File: src/rtl/mem_port_arbiter.sv
// Round-robin arbiter for the shared image-memory port: registered one-hot grants,
// bounded bursts, and a one-cycle turnaround gap between owners.
module mem_port_arbiter #(
    parameter int unsigned NUM_REQ   = 4,
    parameter int unsigned MAX_BURST = 16,
    parameter int unsigned ID_W      = 2
) (
    input  logic               clock,
    input  logic               reset,
    input  logic [NUM_REQ-1:0] req,
    output logic [NUM_REQ-1:0] gnt,
    output logic [ID_W-1:0]    gnt_id,
    output logic               busy,
    output logic               preempt
);

    localparam int unsigned         CNT_W   = $clog2(MAX_BURST + 1);
    localparam logic [NUM_REQ-1:0]  ONE_HOT = NUM_REQ'(1);
    localparam logic [CNT_W-1:0]    CNT_MAX = CNT_W'(MAX_BURST);
    localparam logic [ID_W-1:0]     LAST_ID = ID_W'(NUM_REQ - 1);

    typedef enum logic [1:0] {
        IDLE,
        GRANT,
        GAP
    } state_e;

    state_e             state_q, state_d;
    logic [NUM_REQ-1:0] gnt_q, gnt_d;
    logic [ID_W-1:0]    gnt_id_q, gnt_id_d;
    logic [ID_W-1:0]    ptr_q, ptr_d;
    logic [CNT_W-1:0]   cnt_q, cnt_d;
    logic               preempt_q, preempt_d;

    logic               found;
    logic [ID_W-1:0]    win_id;
    logic [ID_W-1:0]    scan_id;
    logic [ID_W-1:0]    rel_ptr;

    // Scan ptr, ptr+1, ... modulo NUM_REQ; first active request wins.
    always_comb begin
        found   = 1'b0;
        win_id  = '0;
        scan_id = '0;
        for (int unsigned i = 0; i < NUM_REQ; i++) begin
            scan_id = ID_W'((32'(ptr_q) + i) % NUM_REQ);
            if (!found && req[scan_id]) begin
                found  = 1'b1;
                win_id = scan_id;
            end
        end
    end

    assign rel_ptr = (gnt_id_q == LAST_ID) ? '0 : gnt_id_q + 1'b1;

    always_comb begin
        state_d   = state_q;
        gnt_d     = gnt_q;
        gnt_id_d  = gnt_id_q;
        ptr_d     = ptr_q;
        cnt_d     = cnt_q;
        preempt_d = 1'b0;
        unique case (state_q)
            IDLE, GAP: begin
                if (found) begin
                    state_d  = GRANT;
                    gnt_d    = ONE_HOT << win_id;
                    gnt_id_d = win_id;
                    cnt_d    = CNT_W'(1);
                end else begin
                    state_d = IDLE;
                    gnt_d   = '0;
                end
            end
            GRANT: begin
                if (!req[gnt_id_q] || cnt_q == CNT_MAX) begin
                    state_d   = GAP;
                    gnt_d     = '0;
                    ptr_d     = rel_ptr;
                    preempt_d = req[gnt_id_q];
                end else begin
                    cnt_d = cnt_q + 1'b1;
                end
            end
            default: begin
                state_d = IDLE;
                gnt_d   = '0;
            end
        endcase
    end

    always_ff @(posedge clock) begin
        if (reset) begin
            state_q   <= IDLE;
            gnt_q     <= '0;
            gnt_id_q  <= '0;
            ptr_q     <= '0;
            cnt_q     <= '0;
            preempt_q <= 1'b0;
        end else begin
            state_q   <= state_d;
            gnt_q     <= gnt_d;
            gnt_id_q  <= gnt_id_d;
            ptr_q     <= ptr_d;
            cnt_q     <= cnt_d;
            preempt_q <= preempt_d;
        end
    end

    assign gnt     = gnt_q;
    assign gnt_id  = gnt_id_q;
    assign busy    = |gnt_q;
    assign preempt = preempt_q;

endmodule
File: config.mk
export PLATFORM = sky130hd
export DESIGN_NAME = mem_port_arbiter
export DESIGN_NICKNAME = d
export VERILOG_FILES = /design/src/rtl/mem_port_arbiter.sv
export SDC_FILE = /design/constraint.sdc
export NUM_CORES = 1
export LEC_CHECK = 0
export BUFFER_PORTS_ARGS = -buffer_cell sky130_fd_sc_hd__buf_2
export CORE_MARGIN = 2
export CORE_UTILIZATION = 36
export CTS_CLUSTER_SIZE = 40
export DETAILED_ROUTE_END_ITERATION = 8
export SLEW_MARGIN = 20
export SYNTH_ARGS = -nofsm -noshare
export SYNTH_HDL_FRONTEND = slang
export SYNTH_SLANG_ARGS = --single-unit
File: constraint.sdc
create_clock -name clock -period 2 [get_ports clock]
set_input_delay 0.1 -clock clock [delete_from_list [all_inputs] [get_ports clock]]
set_output_delay 0.1 -clock clock [all_outputs]
set_load 0.005 [all_outputs]
==> impl_summary.log, run 1 <==
INFO  metric status = finished, final reports clean
INFO  metric detail_route.vias_per_cell = 5.34
INFO  metric power_per_cell_area = 739 nW/um2
INFO  metric final.min_clock_period = 1780 ps
INFO  metric postSynthNetCount = 98
INFO  metric initial_utilization = 0.375
INFO  metric setup_viol = 0
INFO  metric area_growth_syn_to_layout = 15.2%
INFO  metric insertion_delay = 280 ps
INFO  metric grt_first_pass_wirelength = 2860 um
INFO  metric netlist_area = 822 um2
INFO  metric wire_per_inst = 12.6 um
INFO  metric synthesis.yosys.warnings = 0
INFO  metric final_hpwl_from_detailed_placement = 1260 um
INFO  metric antenna_cells_inserted = 0
INFO  metric cts-root-buf = sky130_fd_sc_hd__clkbuf_4
INFO  metric cts_hold_repair.buffers = 0
INFO  metric total_number_of_vias = 705
INFO  metric postSynth.topFlopCell = sky130_fd_sc_hd__dfxtp_1
INFO  metric min-delay-path-class = input pin to flip-flop
INFO  metric total_power = 0.700 mW
INFO  metric maxSlewViolCount = 0
INFO  metric drtPass1Iterations = 4
INFO  metric worstSetupPathType = flip-flop to flip-flop
INFO  metric slew_headroom = 0.635
INFO  metric num_io_pins = 14
INFO  metric max_cap_viol_count = 0
INFO  metric setup_repair_after_global_routing_missed_its_margin = no
INFO  metric vdd_ir_drop_max = 0.000344 V
INFO  metric hold_violation_total_from_the_final_report = 0
INFO  metric place_congestion = 0.777
INFO  metric postSynthCellCount = 89
INFO  metric power.static_leakage = 0.379 nW
INFO  metric post_synth.cell_area_avg = 9.24 um2
INFO  metric cp-end-kind = flip-flop
INFO  metric worst_margin_slew = 546 ps
INFO  metric grt_remaining_overflow = 0
INFO  metric maximum_number_of_pins_on_one_net_before_global_route_repair = 21
INFO  metric max_clock_freq = 562 MHz
INFO  metric nFillCells = 231
INFO  metric synth_seq_cells = 16
INFO  metric buffer_ports.inserted = 13
INFO  metric dieWidth = 51.8 um
INFO  metric die_y = 51.8 um
INFO  metric fin_crit_sh = 0.890
INFO  metric route.antenna.remaining_nets = 0
INFO  metric synth.top_cell.area_share = 0.390
INFO  metric synth_edf_count = 0
INFO  metric core_area = 2190 um2
INFO  metric clk_transition_reported_paths = 100 ps
INFO  metric total_wirelength = 1670 um
INFO  metric clock_tree.htree_level_count = 1
INFO  metric timing.critical_path.arrival = 2020 ps
INFO  metric portion_of_the_post_synthesis_area_used_by_sequential_elements = 0.390
INFO  metric largest_buffer_count_on_any_clock_path = 2
INFO  metric yosys-top-cells-count = sky130_fd_sc_hd__dfxtp_1 (16), sky130_fd_sc_hd__nor2_1 (9), sky130_fd_sc_hd__nand2_1 (6), sky130_fd_sc_hd__nor2b_1 (6), sky130_fd_sc_hd__nor3_1 (4)
INFO  metric setup-tns-final = 0 ps
INFO  metric clkSinkCount = 16
INFO  metric worst_clock_skew = 5.26 ps
INFO  metric netlist-cell-type-count = 37
INFO  metric synth_async_sr_flop_share = 0
INFO  metric cts_resized = 0
INFO  metric remaining_drc_errors = 0
INFO  metric worstSetupStartpointType = flip-flop
INFO  metric cp_max_fo = 11
INFO  metric rows = 17
INFO  metric yosys.cell_count.top_type = sky130_fd_sc_hd__dfxtp_1
INFO  metric final_layout_size_suffix_gt1_frac = 0.250
INFO  metric first_global_vias = 652
INFO  metric global_route_usage_over_all_layers = 0.145
INFO  metric drt-initial-drc-count = 9
INFO  metric die_footprint = 2680 um2
INFO  metric setup_fix_bufs_post_cts = 0
INFO  metric antenna_found_initial = 0
INFO  metric critical_path_required = 2240 ps
INFO  metric yosys.area.top_type = sky130_fd_sc_hd__dfxtp_1
INFO  metric number_of_buffers_inserted_during_clock_tree_synthesis = 3
INFO  metric tritoncts_clock_tree = yes
INFO  metric num-nets-final = 114
INFO  metric netlist_top_cells_area = sky130_fd_sc_hd__dfxtp_1 (39%), sky130_fd_sc_hd__ha_1 (4.6%), sky130_fd_sc_hd__nor2b_1 (4.6%)
registers in the layout, summed over array words and instances (netlist names):
register,count
gnt_id,2
ptr_q,2
gnt,4
preempt,1
cnt_q,5
state_q,2
where the power goes:
group / internal (mW) / switching (mW)
clock: 0.111 / 0.101
combinational: 0.0610 / 0.0731
sequential: 0.338 / 0.0161
critical path, stage by stage (launching register included):
cell and delay (ps):
sky130_fd_sc_hd__dfxtp_1 370, sky130_fd_sc_hd__mux4_2 570, sky130_fd_sc_hd__and3_4 220, sky130_fd_sc_hd__a2111oi_0 410, sky130_fd_sc_hd__a31o_2 160
area by class of cell:
cell class	instances	area (um2)	area share
multi-input combinational	67	472	0.498
timing repair buffer	14	72.6	0.0766
sequential	16	320	0.338
inverter	3	11.3	0.0119
clock buffer	4	36.3	0.0383
tap	28	35.0	0.0370
final timing paths:
path              startpoint    endpoint  slack, ps  cells after the start
setup / recovery   gnt_id[0]    cnt_q[2]        220                      4
hold / removal         reset  state_q[0]        190                      2
setup reg to reg   gnt_id[0]    cnt_q[2]        220                      4
hold reg to reg    gnt_id[1]   gnt_id[1]        520                      2
cell families (layout without fill, tap and decap cells):
group | count (synthesis) | after routing | synth area share
AOI/OAI and AO/OA | 18 | 18 | 0.170
buffers and inverters | 6 | 21 | 0.0365
and+or+nand+nor | 41 | 41 | 0.285
muxes | 3 | 3 | 0.0517
DFF | 16 | 16 | 0.390
adders and majority gates | 3 | 3 | 0.0457
xor gates and xnor gates | 2 | 2 | 0.0213
routing by layer:
| layer | up-vias | GRT usage | share of wire |
|---|---|---|---|
| met1 | 338 | 0.184 | 0.47 |
| met2 | 9 | 0.233 | 0.50 |
| li1 | 356 | - | - |
| met5 | - | 0 | 0 |
| met3 | 2 | 0.0259 | 0.025 |
| met4 | 0 | 0.0789 | 0.0078 |
stage by stage:
step	hold slack (ps)	instances	util	instance area, um2	setup WS (ps)
final	190	132	0.432	947	220
after global placement	480	128	0.416	911	306
after detailed placement	478	128	0.416	911	258
after floorplan	330	89	-	822	231
after global routing	189	132	0.432	947	127
after CTS	190	132	0.432	947	234
cell usage in the layout, fill, tap and decap left out, types with 2 or more instances in the layout:
cell and n:
sky130_fd_sc_hd__a21oi_1 2, sky130_fd_sc_hd__inv_1 3, sky130_fd_sc_hd__o31ai_1 3, sky130_fd_sc_hd__o21bai_1 2, sky130_fd_sc_hd__nand3b_1 2, sky130_fd_sc_hd__nand3_1 2, sky130_fd_sc_hd__dfxtp_1 16, sky130_fd_sc_hd__ha_1 3
sky130_fd_sc_hd__clkbuf_4 3, sky130_fd_sc_hd__nor3_1 4, sky130_fd_sc_hd__nor2_1 9, sky130_fd_sc_hd__mux2i_1 2, sky130_fd_sc_hd__nand2_1 6, sky130_fd_sc_hd__buf_2 13, sky130_fd_sc_hd__nand4_1 2, sky130_fd_sc_hd__nor2b_1 6
sky130_fd_sc_hd__a32o_1 2, sky130_fd_sc_hd__a21boi_0 2, sky130_fd_sc_hd__xor2_1 2
Note: power is estimated with default switching activity, not from simulation.
==> run 2: changes to the inputs <==
--- a/config.mk
+++ b/config.mk
@@ -5,7 +5,7 @@
 export SDC_FILE = /design/constraint.sdc
 export NUM_CORES = 1
 export LEC_CHECK = 0
-export BUFFER_PORTS_ARGS = -buffer_cell sky130_fd_sc_hd__buf_2
+export BUFFER_PORTS_ARGS = -buffer_cell sky130_fd_sc_hd__buf_4
 export CORE_MARGIN = 2
 export CORE_UTILIZATION = 36
 export CTS_CLUSTER_SIZE = 40
==> run 2 against run 1 <==
Sequential share of layout area is 1.1 points lower. Final area is 3.4% higher. Wire length is 6.2% lower. Die area stayed put. Clock power hardly changed. Sequential cell count stayed put. Combinational power is 7% higher. Maximum frequency is 1.1% higher. Critical path type unchanged. Largest cell class unchanged. Largest power group unchanged.
==> impl_summary.log, run 2 (synthesis results as in run 1) <==
INFO  metric cp_max_fo = 11 (unchanged)
INFO  metric critical_path_required = 2230 ps (was 2240 ps)
INFO  metric place_congestion = 0.785 (was 0.777)
INFO  metric setup_fix_bufs_post_cts = 0 (unchanged)
INFO  metric maximum_number_of_pins_on_one_net_before_global_route_repair = 21 (unchanged)
INFO  metric clk_transition_reported_paths = 90 ps (was 100 ps)
INFO  metric regMostFlops = cnt_q (unchanged)
INFO  metric antenna_cells_inserted = 0 (unchanged)
INFO  metric max_reg_flops = 5 (unchanged)
INFO  metric num_io_pins = 14 (unchanged)
INFO  metric r2r_slack = 240 ps (was 220 ps)
INFO  metric clock_tree.htree_level_count = 1 (unchanged)
INFO  metric min-delay-path-class = input pin to flip-flop (unchanged)
INFO  metric cp-end-kind = flip-flop (unchanged)
INFO  metric grt_remaining_overflow = 0 (unchanged)
INFO  metric worstReg2RegEnd = cnt_q[2] (unchanged)
INFO  metric drt-initial-drc-count = 7 (was 9)
INFO  metric r2r_cells = 4 (unchanged)
INFO  metric num-nets-final = 114 (unchanged)
INFO  metric grt_first_pass_wirelength = 2760 um (was 2860 um)
INFO  metric max_cap_viol_count = 0 (unchanged)
INFO  metric core_area = 2190 um2 (unchanged)
INFO  metric initial_utilization = 0.375 (unchanged)
INFO  metric maxSlewViolCount = 0 (unchanged)
INFO  metric final.min_clock_period = 1760 ps (was 1780 ps)
INFO  metric timing.hold.worst_path_depth = 2 (unchanged)
INFO  metric max_clock_freq = 568 MHz (was 562 MHz)
INFO  metric setup-tns-final = 0 ps (unchanged)
INFO  metric vdd_ir_drop_max = 0.000380 V (was 0.000344 V)
INFO  metric detail_route.vias_per_cell = 5.26 (was 5.34)
INFO  metric finish.utilization = 0.447 (was 0.432)
INFO  metric global_route_usage_over_all_layers = 0.137 (was 0.145)
INFO  metric status = finished, final reports clean (unchanged)
INFO  metric final_layout_size_suffix_gt1_frac = 0.250 (unchanged)
INFO  metric worst_clock_skew = 1.74 ps (was 5.26 ps)
INFO  metric total_wirelength = 1560 um (was 1670 um)
INFO  metric power.static_leakage = 0.384 nW (was 0.379 nW)
INFO  metric timing.hold.worst_endpoint = cnt_q[1] (was state_q[0])
INFO  metric worstSetupPathType = flip-flop to flip-flop (unchanged)
INFO  metric buffer_ports.inserted = 13 (unchanged)
INFO  metric insertion_delay = 280 ps (about the same)
INFO  metric nFillCells = 221 (was 231)
INFO  metric tritoncts_clock_tree = yes (unchanged)
INFO  metric route.antenna.remaining_nets = 0 (unchanged)
INFO  metric total_number_of_vias = 694 (was 705)
INFO  metric die_footprint = 2680 um2 (unchanged)
INFO  metric rows = 17 (unchanged)
INFO  metric cts_hold_repair.buffers = 0 (unchanged)
INFO  metric dieWidth = 51.8 um (unchanged)
INFO  metric fin_crit_sh = 0.881 (was 0.890)
INFO  metric area_growth_syn_to_layout = 19.2% (was 15.2%)
INFO  metric drtPass1Iterations = 4 (unchanged)
INFO  metric worstSetupStartpointType = flip-flop (unchanged)
INFO  metric cts-root-buf = sky130_fd_sc_hd__clkbuf_4 (unchanged)
INFO  metric setup_viol = 0 (unchanged)
INFO  metric clkSinkCount = 16 (unchanged)
INFO  metric final_hpwl_from_detailed_placement = 1210 um (was 1260 um)
INFO  metric first_global_vias = 604 (was 652)
INFO  metric hold_path_origin = reset (unchanged)
INFO  metric largest_buffer_count_on_any_clock_path = 2 (unchanged)
INFO  metric die_y = 51.8 um (unchanged)
INFO  metric slew_headroom = 0.625 (was 0.635)
INFO  metric layout_common_cells = sky130_fd_sc_hd__dfxtp_1 (16), sky130_fd_sc_hd__buf_4 (14), sky130_fd_sc_hd__nor2_1 (9), sky130_fd_sc_hd__nor2b_1 (6), sky130_fd_sc_hd__nand2_1 (6) (was sky130_fd_sc_hd__dfxtp_1 (16), sky130_fd_sc_hd__buf_2 (13), sky130_fd_sc_hd__nor2_1 (9), sky130_fd_sc_hd__nor2b_1 (6), sky130_fd_sc_hd__nand2_1 (6))
INFO  metric cts_resized = 0 (unchanged)
INFO  metric hold_violation_total_from_the_final_report = 0 (unchanged)
INFO  metric setup_repair_after_global_routing_missed_its_margin = no (unchanged)
INFO  metric power_per_cell_area = 720 nW/um2 (was 739 nW/um2)
INFO  metric timing.critical_path.arrival = 1990 ps (was 2020 ps)
INFO  metric mostFrequentLayoutCell = sky130_fd_sc_hd__dfxtp_1 (unchanged)
INFO  metric number_of_buffers_inserted_during_clock_tree_synthesis = 3 (unchanged)
INFO  metric antenna_found_initial = 0 (unchanged)
INFO  metric remaining_drc_errors = 0 (unchanged)
INFO  metric critical_path.reg2reg.startpoint = gnt_id[0] (unchanged)
INFO  metric wire_per_inst = 11.8 um (was 12.6 um)
INFO  metric worst_margin_slew = 560 ps (was 546 ps)
[run 2: worst max-delay path: stages (launching register included)]
cell and delay [ps]:
sky130_fd_sc_hd__dfxtp_1 360, sky130_fd_sc_hd__mux4_2 570, sky130_fd_sc_hd__and3_4 220, sky130_fd_sc_hd__a2111oi_0 400
sky130_fd_sc_hd__a31o_2 160
[run 2: power breakdown]
| part | switching, mW | total, mW | internal, mW |
|---|---|---|---|
| sequential | 0.0158 | 0.354 | 0.338 |
| combinational | 0.0726 | 0.143 | 0.0706 |
| clock | 0.0980 | 0.209 | 0.111 |
[run 2: final cells by class]
type	count	area, um2	share of cell area
clock buffer	4	36.3	0.0370
inverter	3	11.3	0.0115
multi-input combinational	67	472	0.481
sequential	16	320	0.327
tap	28	35.0	0.0358
timing repair buffer	14	105	0.107
[run 2: how the worst max path moves through the flow]
stage	startpoint	end	cells after the start
global route	gnt_id[0]	ptr_q[1]	4
CTS	gnt_id[0]	cnt_q[2]	4
finish	gnt_id[0]	cnt_q[2]	4
global placement	gnt_id[0]	cnt_q[2]	4
detailed placement	gnt_id[0]	cnt_q[2]	4
floorplan	gnt_id[0]	cnt_q[1]	5
[run 2: metrics by stage]
stage	instance area (um2)	setup WS [ps]	total power [mW]	instances	hold slack, ps
6_report	980	239	0.706	132	112
5_1_grt	980	123	0.752	132	129
4_1_cts	980	231	0.717	132	103
3_5_place_dp	943	254	0.506	128	413
3_3_place_gp	943	309	0.503	128	406
2_1_floorplan	822	231	0.453	89	330
[run 2: routing by layer]
metal / GRT usage / up-vias / share of wire
li1: - / 354 / -
met1: 0.175 / 329 / 0.48
met2: 0.220 / 9 / 0.48
met3: 0.0259 / 2 / 0.029
met4: 0.0658 / 0 / 0.0064
met5: 0 / - / 0
